--- src/rtl/alu_decode_stage_if.sv ---
// alu_decode_stage_if: handshake bundle for the ALU decode stage.
//   s_*   : upstream entry (decoded fields + register/immediate values), valid/ready
//   m_*   : downstream ALU control and operands, valid/ready
// Modports: slave  = the decode stage itself
//           master = the surrounding pipeline (register-file read side + execute side)
interface alu_decode_stage_if #(
  parameter int unsigned WIDTH = 32
);
  logic             s_valid;
  logic             s_ready;
  logic [6:0]       s_opcode;
  logic [2:0]       s_funct3;
  logic             s_funct7b5;
  logic [WIDTH-1:0] s_rs1;
  logic [WIDTH-1:0] s_rs2;
  logic [WIDTH-1:0] s_imm;

  logic             m_valid;
  logic             m_ready;
  logic [WIDTH-1:0] m_a;
  logic [WIDTH-1:0] m_b;
  logic [2:0]       m_alu_control;
  logic             m_illegal;

  modport slave (
    input  s_valid, s_opcode, s_funct3, s_funct7b5, s_rs1, s_rs2, s_imm, m_ready,
    output s_ready, m_valid, m_a, m_b, m_alu_control, m_illegal
  );

  modport master (
    output s_valid, s_opcode, s_funct3, s_funct7b5, s_rs1, s_rs2, s_imm, m_ready,
    input  s_ready, m_valid, m_a, m_b, m_alu_control, m_illegal
  );
endinterface

--- src/rtl/alu_decode_stage.sv ---
// alu_decode_stage: registered decode-to-execute stage. Decodes opcode/funct3/funct7b5 into
// the ALU operation code, selects operand B (rs2 or immediate) and registers the result
// behind a valid/ready handshake, absorbing execute-side backpressure and flushes.
// Ports:
//   clk    : rising-edge clock
//   resetn : asynchronous active-low reset
//   flush  : synchronous discard of held and incoming entries (highest priority)
//   bus    : alu_decode_stage_if.slave (s_* upstream, m_* downstream)
// Configuration macro: ALU_DECODE_SKID_EN
//   defined   : output register + skid register, s_ready is a pure register output
//   undefined : output register only, s_ready = ~m_valid | m_ready
module alu_decode_stage #(
  parameter int unsigned WIDTH = 32
) (
  input  logic               clk,
  input  logic               resetn,
  input  logic               flush,
  alu_decode_stage_if.slave  bus
);

  localparam logic [6:0] OpR      = 7'b0110011;
  localparam logic [6:0] OpI      = 7'b0010011;
  localparam logic [6:0] OpLoad   = 7'b0000011;
  localparam logic [6:0] OpStore  = 7'b0100011;
  localparam logic [6:0] OpBranch = 7'b1100011;

  localparam logic [2:0] AluAdd = 3'b000;
  localparam logic [2:0] AluSub = 3'b001;
  localparam logic [2:0] AluAnd = 3'b010;
  localparam logic [2:0] AluXor = 3'b011;
  localparam logic [2:0] AluSlt = 3'b101;
  localparam logic [2:0] AluOr  = 3'b110;
  localparam logic [2:0] AluBad = 3'b111;

  typedef struct packed {
    logic [WIDTH-1:0] a;
    logic [WIDTH-1:0] b;
    logic [2:0]       ctrl;
    logic             illegal;
  } entry_t;

  logic [2:0] dec_ctrl;
  logic       dec_illegal;
  logic       dec_use_imm;
  entry_t     in_entry;

  // Combinational decode; anything not recognised falls through as illegal with b = rs2.
  always_comb begin
    dec_ctrl    = AluBad;
    dec_illegal = 1'b1;
    dec_use_imm = 1'b0;
    case (bus.s_opcode)
      OpR, OpI: begin
        dec_illegal = 1'b0;
        case (bus.s_funct3)
          3'b000:  dec_ctrl = (bus.s_opcode == OpR && bus.s_funct7b5) ? AluSub : AluAdd;
          3'b111:  dec_ctrl = AluAnd;
          3'b100:  dec_ctrl = AluXor;
          3'b010:  dec_ctrl = AluSlt;
          3'b110:  dec_ctrl = AluOr;
          default: begin
            dec_ctrl    = AluBad;
            dec_illegal = 1'b1;
          end
        endcase
        dec_use_imm = (bus.s_opcode == OpI) && !dec_illegal;
      end
      OpLoad, OpStore: begin
        dec_ctrl    = AluAdd;
        dec_illegal = 1'b0;
        dec_use_imm = 1'b1;
      end
      OpBranch: begin
        case (bus.s_funct3)
          3'b000, 3'b001: begin
            dec_ctrl    = AluSub;
            dec_illegal = 1'b0;
          end
          3'b100, 3'b101: begin
            dec_ctrl    = AluSlt;
            dec_illegal = 1'b0;
          end
          default: ;
        endcase
      end
      default: ;
    endcase

    in_entry.a       = bus.s_rs1;
    in_entry.b       = dec_use_imm ? bus.s_imm : bus.s_rs2;
    in_entry.ctrl    = dec_ctrl;
    in_entry.illegal = dec_illegal;
  end

  logic   out_valid_q, out_valid_d;
  entry_t out_q, out_d;
  logic   s_ready;
  logic   in_fire;

`ifdef ALU_DECODE_SKID_EN
  logic   skid_valid_q, skid_valid_d;
  entry_t skid_q, skid_d;

  assign s_ready = ~skid_valid_q;
  assign in_fire = bus.s_valid & s_ready;

  always_comb begin
    out_valid_d  = out_valid_q;
    out_d        = out_q;
    skid_valid_d = skid_valid_q;
    skid_d       = skid_q;
    if (flush) begin
      out_valid_d  = 1'b0;
      skid_valid_d = 1'b0;
    end else if (!out_valid_q || bus.m_ready) begin
      // Output free this edge: skid entry is older, so it goes first. When the skid is
      // full s_ready is low, so no input can be accepted in the same cycle.
      if (skid_valid_q) begin
        out_d        = skid_q;
        out_valid_d  = 1'b1;
        skid_valid_d = 1'b0;
      end else begin
        out_valid_d = in_fire;
        if (in_fire) out_d = in_entry;
      end
    end else if (in_fire) begin
      skid_d       = in_entry;
      skid_valid_d = 1'b1;
    end
  end

  always_ff @(posedge clk or negedge resetn) begin
    if (!resetn) begin
      skid_valid_q <= 1'b0;
      skid_q       <= '0;
    end else begin
      skid_valid_q <= skid_valid_d;
      skid_q       <= skid_d;
    end
  end
`else
  assign s_ready = ~out_valid_q | bus.m_ready;
  assign in_fire = bus.s_valid & s_ready;

  always_comb begin
    out_valid_d = out_valid_q;
    out_d       = out_q;
    if (flush) begin
      out_valid_d = 1'b0;
    end else if (s_ready) begin
      out_valid_d = in_fire;
      if (in_fire) out_d = in_entry;
    end
  end
`endif

  always_ff @(posedge clk or negedge resetn) begin
    if (!resetn) begin
      out_valid_q <= 1'b0;
      out_q       <= '0;
    end else begin
      out_valid_q <= out_valid_d;
      out_q       <= out_d;
    end
  end

  assign bus.s_ready       = s_ready;
  assign bus.m_valid       = out_valid_q;
  assign bus.m_a           = out_q.a;
  assign bus.m_b           = out_q.b;
  assign bus.m_alu_control = out_q.ctrl;
  assign bus.m_illegal     = out_q.illegal;

endmodule
--- src/flat_wrapper.sv ---
// flat-port wrapper written by rule: the top's interface ports become plain ports
module alu_decode_stage_flat 
#(
  parameter int unsigned WIDTH = 32
)
  (clk, resetn, flush, bus_s_valid, bus_s_opcode, bus_s_funct3, bus_s_funct7b5, bus_s_rs1, bus_s_rs2, bus_s_imm, bus_m_ready, bus_s_ready, bus_m_valid, bus_m_a, bus_m_b, bus_m_alu_control, bus_m_illegal);
  alu_decode_stage_if #(.WIDTH(WIDTH)) bus_i ();
  input  logic clk;
  input  logic resetn;
  input  logic flush;
  input wire logic [$bits(bus_i.s_valid)-1:0] bus_s_valid;
  input wire logic [$bits(bus_i.s_opcode)-1:0] bus_s_opcode;
  input wire logic [$bits(bus_i.s_funct3)-1:0] bus_s_funct3;
  input wire logic [$bits(bus_i.s_funct7b5)-1:0] bus_s_funct7b5;
  input wire logic [$bits(bus_i.s_rs1)-1:0] bus_s_rs1;
  input wire logic [$bits(bus_i.s_rs2)-1:0] bus_s_rs2;
  input wire logic [$bits(bus_i.s_imm)-1:0] bus_s_imm;
  input wire logic [$bits(bus_i.m_ready)-1:0] bus_m_ready;
  output wire logic [$bits(bus_i.s_ready)-1:0] bus_s_ready;
  output wire logic [$bits(bus_i.m_valid)-1:0] bus_m_valid;
  output wire logic [$bits(bus_i.m_a)-1:0] bus_m_a;
  output wire logic [$bits(bus_i.m_b)-1:0] bus_m_b;
  output wire logic [$bits(bus_i.m_alu_control)-1:0] bus_m_alu_control;
  output wire logic [$bits(bus_i.m_illegal)-1:0] bus_m_illegal;
  assign bus_i.s_valid = bus_s_valid;
  assign bus_i.s_opcode = bus_s_opcode;
  assign bus_i.s_funct3 = bus_s_funct3;
  assign bus_i.s_funct7b5 = bus_s_funct7b5;
  assign bus_i.s_rs1 = bus_s_rs1;
  assign bus_i.s_rs2 = bus_s_rs2;
  assign bus_i.s_imm = bus_s_imm;
  assign bus_i.m_ready = bus_m_ready;
  assign bus_s_ready = bus_i.s_ready;
  assign bus_m_valid = bus_i.m_valid;
  assign bus_m_a = bus_i.m_a;
  assign bus_m_b = bus_i.m_b;
  assign bus_m_alu_control = bus_i.m_alu_control;
  assign bus_m_illegal = bus_i.m_illegal;
  alu_decode_stage #(.WIDTH(WIDTH)) u_core (.clk(clk), .resetn(resetn), .flush(flush), .bus(bus_i));
endmodule
--- config.mk ---
export PLATFORM = sky130hd
export DESIGN_NAME = alu_decode_stage_flat
export DESIGN_NICKNAME = d
export VERILOG_FILES = /design/src/rtl/alu_decode_stage_if.sv /design/src/rtl/alu_decode_stage.sv /design/src/flat_wrapper.sv
export SDC_FILE = /design/constraint.sdc
export NUM_CORES = 1
export LEC_CHECK = 0
export CAP_MARGIN = 20
export CORE_ASPECT_RATIO = 0.9
export CORE_UTILIZATION = 37
export CTS_CLUSTER_DIAMETER = 100
export DETAILED_ROUTE_END_ITERATION = 16
export PLACE_DENSITY = 0.8
export SYNTH_ARGS = -nofsm -noshare
export SYNTH_HDL_FRONTEND = slang
export SYNTH_SLANG_ARGS = --single-unit
export TNS_END_PERCENT = 100
--- constraint.sdc ---
create_clock -name clk -period 1.5 [get_ports clk]
set_input_delay 0.3 -clock clk [delete_from_list [all_inputs] [get_ports clk]]
set_output_delay 0.3 -clock clk [all_outputs]
set_load 0.005 [all_outputs]
# Word level (Yosys, flattened, before mapping)

Index checks and enable logic that the tools add are counted.

RAM bits: 0
Bits of input ports: 112
Output and inout bits: 70
Bits in registers: 69
Logic and storage cells: 44
Bits in latches: 0
ROM bits: 0
Memories kept: 0

Add/sub/neg operators: 0
Multiplexer cells: 12
Multiply operators: 0
Div/mod/pow operators: 0
Bitwise logic cells: 4
Reduce and logical (&&, ||, !) cells: 12
Eq/ne operators: 11
Shift operators: 0
Magnitude comparators: 0

Operators with widths:

| kind                                          | number |
|---|---|
| two-way mux 32 bit                            | 1 |
| one-hot mux 3 bit (5 select lines)            | 1 |
| == test 7 x 6 -> 1 bit, second input constant | 2 |
| == test 3 bit, second input constant          | 4 |
| one-hot mux 3 bit (3 select lines)            | 1 |
| OR reduction 2 bit                            | 4 |
| == test 7 x 2 -> 1 bit, second input constant | 1 |
| == test 7 x 5 -> 1 bit, second input constant | 1 |
| == test 7 bit, second input constant          | 1 |
| two-way mux 1 bit                             | 6 |
| one-hot mux 3 bit (2 select lines)            | 1 |
| OR reduction 5 bit                            | 1 |
| OR reduction 4 bit                            | 1 |
| == test 3 x 1 -> 1 bit, second input constant | 1 |
| == test 3 x 2 -> 1 bit, second input constant | 1 |
| logical NOT 3 bit                             | 1 |
| one-hot mux 1 bit (3 select lines)            | 1 |
| AND reduction 3 bit                           | 1 |
| logical AND 1 bit                             | 2 |
| inverter 1 bit                                | 2 |
| one-hot mux 1 bit (2 select lines)            | 1 |
| nonzero test 2 bit                            | 1 |
| bitwise AND 1 bit                             | 1 |
| logical NOT 1 bit                             | 1 |
| bitwise OR 1 bit                              | 1 |

# Longest topological paths before layout

Word-level depth: 8
Gate-level depth with buffers: 6
Gate-level depth less buffers: 4

# Worst setup path before layout

No wires, ideal clock.

Path type: flip-flop to flip-flop
Start: register u_core.out_valid_q (netlist: u_core.bus.m_valid)
End: register u_core.out_q (netlist bit u_core.bus.m_a[10])
Setup slack: 0.048 ns
Stages on the path, launching flop included: 5
Setup time: 0.125 ns
Data arrival time: 1.327 ns
Buffers on the path: 1
Cells stage by stage: dfrtp_1 > nor2b_1 > nor3b_4 > buf_2 > mux2_2

Longest elaborated chain between the ends: 4

RTL lines:

| item                                   | line                    | RTL |
|---|---|---|
| from (decl)                            | alu_decode_stage.sv:95  | `logic out_valid_q, out_valid_d;` |
| from (signal assigned)                 | alu_decode_stage.sv:162 | `out_valid_q <= out_valid_d;` |
| inverter 1 bit *                       | alu_decode_stage.sv:142 | `assign s_ready = ~out_valid_q \| bus.m_ready;` |
| bitwise OR 1 bit *                     | alu_decode_stage.sv:142 |  |
| bitwise AND 1 bit                      | alu_decode_stage.sv:143 | `assign in_fire = bus.s_valid & s_ready;` |
| AND reduction 3 bit (no source line) * | -                       |  |
| to (signal assigned)                   | alu_decode_stage.sv:163 | `out_q <= out_d;` |
| to (decl)                              | alu_decode_stage.sv:96  | `entry_t out_q, out_d;` |

Every way passes the cells marked *; elsewhere a longest branch is shown, timed or not.
A chain may end at the register's enable or synchronous reset.

# Final worst setup path

Start: register u_core.out_valid_q (netlist: u_core.bus.m_valid)
End: register u_core.out_q (netlist bit u_core.bus.m_a[24])

Same word-level chain as after synthesis.

==> flow_summary.ini <==
[synthesis]
synthAdderAreaFrac_pct = 0
synth_top_family_by_area = simple AND/OR/NAND/NOR gates
synth.distinct_cells = 28
synth_compound_area_share_pct = 10.7
synthSimpleGateAreaFrac_pct = 15.4
yosys_register_bits = 69
synthesis.nets = 390
yosys-mux-area-fraction_pct = 12.1
synthXorXnorAreaFrac_pct = 0
yosysTopAreaCellShare_pct = 58.0
syn-cell-area_sq_um = 2980
avgSynthCellArea_sq_um = 10.7
yosys-top-cells-area = dfrtp_1, mux2_2, nand2_1
ys_seq_area_share_pct = 58.0
syn_inst = 278
synth_top_area_cell = dfrtp_1
ys_warn_count = 0

[worst_hold_path]
min_from = bus_m_ready
hp-class = in2reg

[run_status]
failed_checks = negative setup slack
status = complete, but fails checks

[run]
cap_violations = 0

[critical_path]
rr_startpoint = u_core.bus.m_valid
crit_family = simple AND/OR/NAND/NOR gates
cp-end-kind = register
critPathMaxStageDelay_ns = 0.38
worstPathRequired_ns = 1.72
critPathSlowestCell = dfrtp_1
r2r_slack_ns = -0.04
arrival_ns = 1.76
crit_fanout = 7
setup.worst_path.start = u_core.bus.m_valid
startpoint_type = register
cp_cell_sequence = nor2b_4 -> nor3b_4 -> buf_6 -> buf_12 -> mux2_2
critPathKind = reg2reg
cp.buffers_inverters = 2

[layout]
layout_common_cells = clkdlybuf4s50_1, dfrtp_1, nand2_1
layout.area.seq_sq_um = 1730
fin_area_sq_um = 5920
multi_input_area_sq_um = 1380
final_common_cell = clkdlybuf4s50_1
num-nets-final = 612
nFillCells = 489
post-route-util_pct = 77.3
diodes = 0
drive_above_1_share_pct = 24.8
area_growth_pct = 98.9
final_cells = 601

[power]
power_density_nw_per_um2 = 923
vdd_drop_max_mv = 0.695
power_mw = 5.46
power.static_leakage_nw = 2.70

[cts]
clock_latency_ns = 0.33
cts-htree-levels = 3
clkSinkCount = 69
cts-root-buf = clkbuf_8
clkTransAtPathRegs_ns = 0.08
cts_buffer_depth = 2
cts_buffers = 9
cts_tree = done

[detailed_routing]
drc = 0
vias_per_cell = 5.06
routed_wirelength_microns = 10800
post_drt_wl_per_cell_microns = 18.0
drt_pass1_iterations = 4
dr_total_vias = 3044
drtIter0Drc = 95
final_antenna_net_count = 0

[grt]
track_usage_pct = 23.1
antenna_found_initial = 0
grt_pass1_wl_microns = 14400
grt_pass1_vias = 2924
grt_remaining_overflow = 0
grt_max_degree = 70

[die]
rows = 30
die_h_microns = 87.1
die_width_microns = 96.5
core-area_sq_um = 7660
die-area_sq_um = 8410
pin_count = 182
initial_utilization_pct = 38.9

[timing]
min_period_ns = 1.54
fin_crit_sh_pct = 103
setup_ws_ns = -0.0389
tightest_slew_ns = 0.413
fmax_mhz = 650
slew_headroom_pct = 71.8
rsz0062_at_grt = yes
skew_ns = 0.00436
slew_violations = 0
hold_violations = 0
setup_viol = 38
setup_tns_ns = -0.892

[placed_design]
dp_cells = 555
place_area_sq_um = 5040
place.gp.congestion = 0.752
port_buffers = 181
dp_hpwl_microns = 6440
==> Yosys cell counts (all sizes together) <==
cell type and number:
clkbuf 1, o211ai 1, mux2 32, dfrtp 69, a21oi 1, a2111oi 1, nand2b 1, and2 1
nor2b 2, buf 16, nand2 69, o2111a 2, o21a 1, nor3b 1, and4bb 1, inv 2
o32a 1, nand3 1, nor2 37, o2111ai 2, o21ai 3, a31oi 32, a41oi 1
==> kinds of logic (layout without fill, tap and decap cells) <==
logic type             after synthesis  after routing
flip-flops                          69             69
AO/OA/AOI/OAI                       45             45
buffers and inverters               19            246
AND/OR/NAND/NOR                    113            113
multiplexers                        32             32
==> flip-flops by register name, summed over array words and instances (netlist names) <==
register,count
u_core.bus.m_a,32
u_core.bus.m_alu_control,3
u_core.bus.m_b,32
u_core.bus.m_illegal,1
u_core.bus.m_valid,1
==> tightest hold or removal path, cell delays in order <==
cell           delay, ns
dlygate4sd2_1       0.25
nor2b_4             0.07
nor2_1              0.08
nor2_1              0.05
==> where the power goes <==
part | switching [mW] | internal, mW | leakage [nW] | total (mW)
Clock | 0.716 | 0.859 | 0.102 | 1.58
Combinational | 0.550 | 1.03 | 1.82 | 1.58
Sequential | 0.163 | 2.15 | 0.777 | 2.31
Total | 1.43 | 4.03 | 2.70 | 5.46
==> final cells by class <==
cell class	count	area share [%]
clock buffer	11	2.56
clock inverter	5	0.993
inverter	2	0.127
multi-input combinational	190	23.3
sequential	69	29.2
tap	96	2.03
timing repair buffer	228	41.8
==> final timing paths <==
check / endpoint / depth (start not counted)
max in group asynchronous: u_core.bus.m_a[8] / 3
worst max-delay path: u_core.bus.m_a[24] / 5
worst min register to register: u_core.bus.m_a[0] / 1
min in group asynchronous: u_core.bus.m_b[13] / 3
worst min-delay path: u_core.bus.m_valid / 4
worst max register to register: u_core.bus.m_a[24] / 5
==> per-stage QoR <==
stage,hold slack [ns],worst slack (ns)
2_1_floorplan,0.00441,0.0482
3_3_place_gp,0.353,-0.321
3_5_place_dp,0.356,-0.411
4_1_cts,0.439,-0.0837
5_1_grt,0.452,-0.0880
6_report,0.457,-0.0389
==> routing by layer <==
metal	up-vias	track usage, %	wire [microns]
li1	1403	-	-
met1	1511	25.7	4150
met2	112	41.6	5750
met3	18	6.81	786
met4	0	7.75	138
met5	-	0	0
==> timing repair <==
item                                   CTS  global route
endpoints found under the hold margin   31             0
setup endpoints to repair              115            86
buffers inserted                        12             7
gates cloned                             4             8
gates resized for setup                 72            80
pin swaps                                1            14
hold buffers                             1             0
Power figures use the tool's default switching activity.
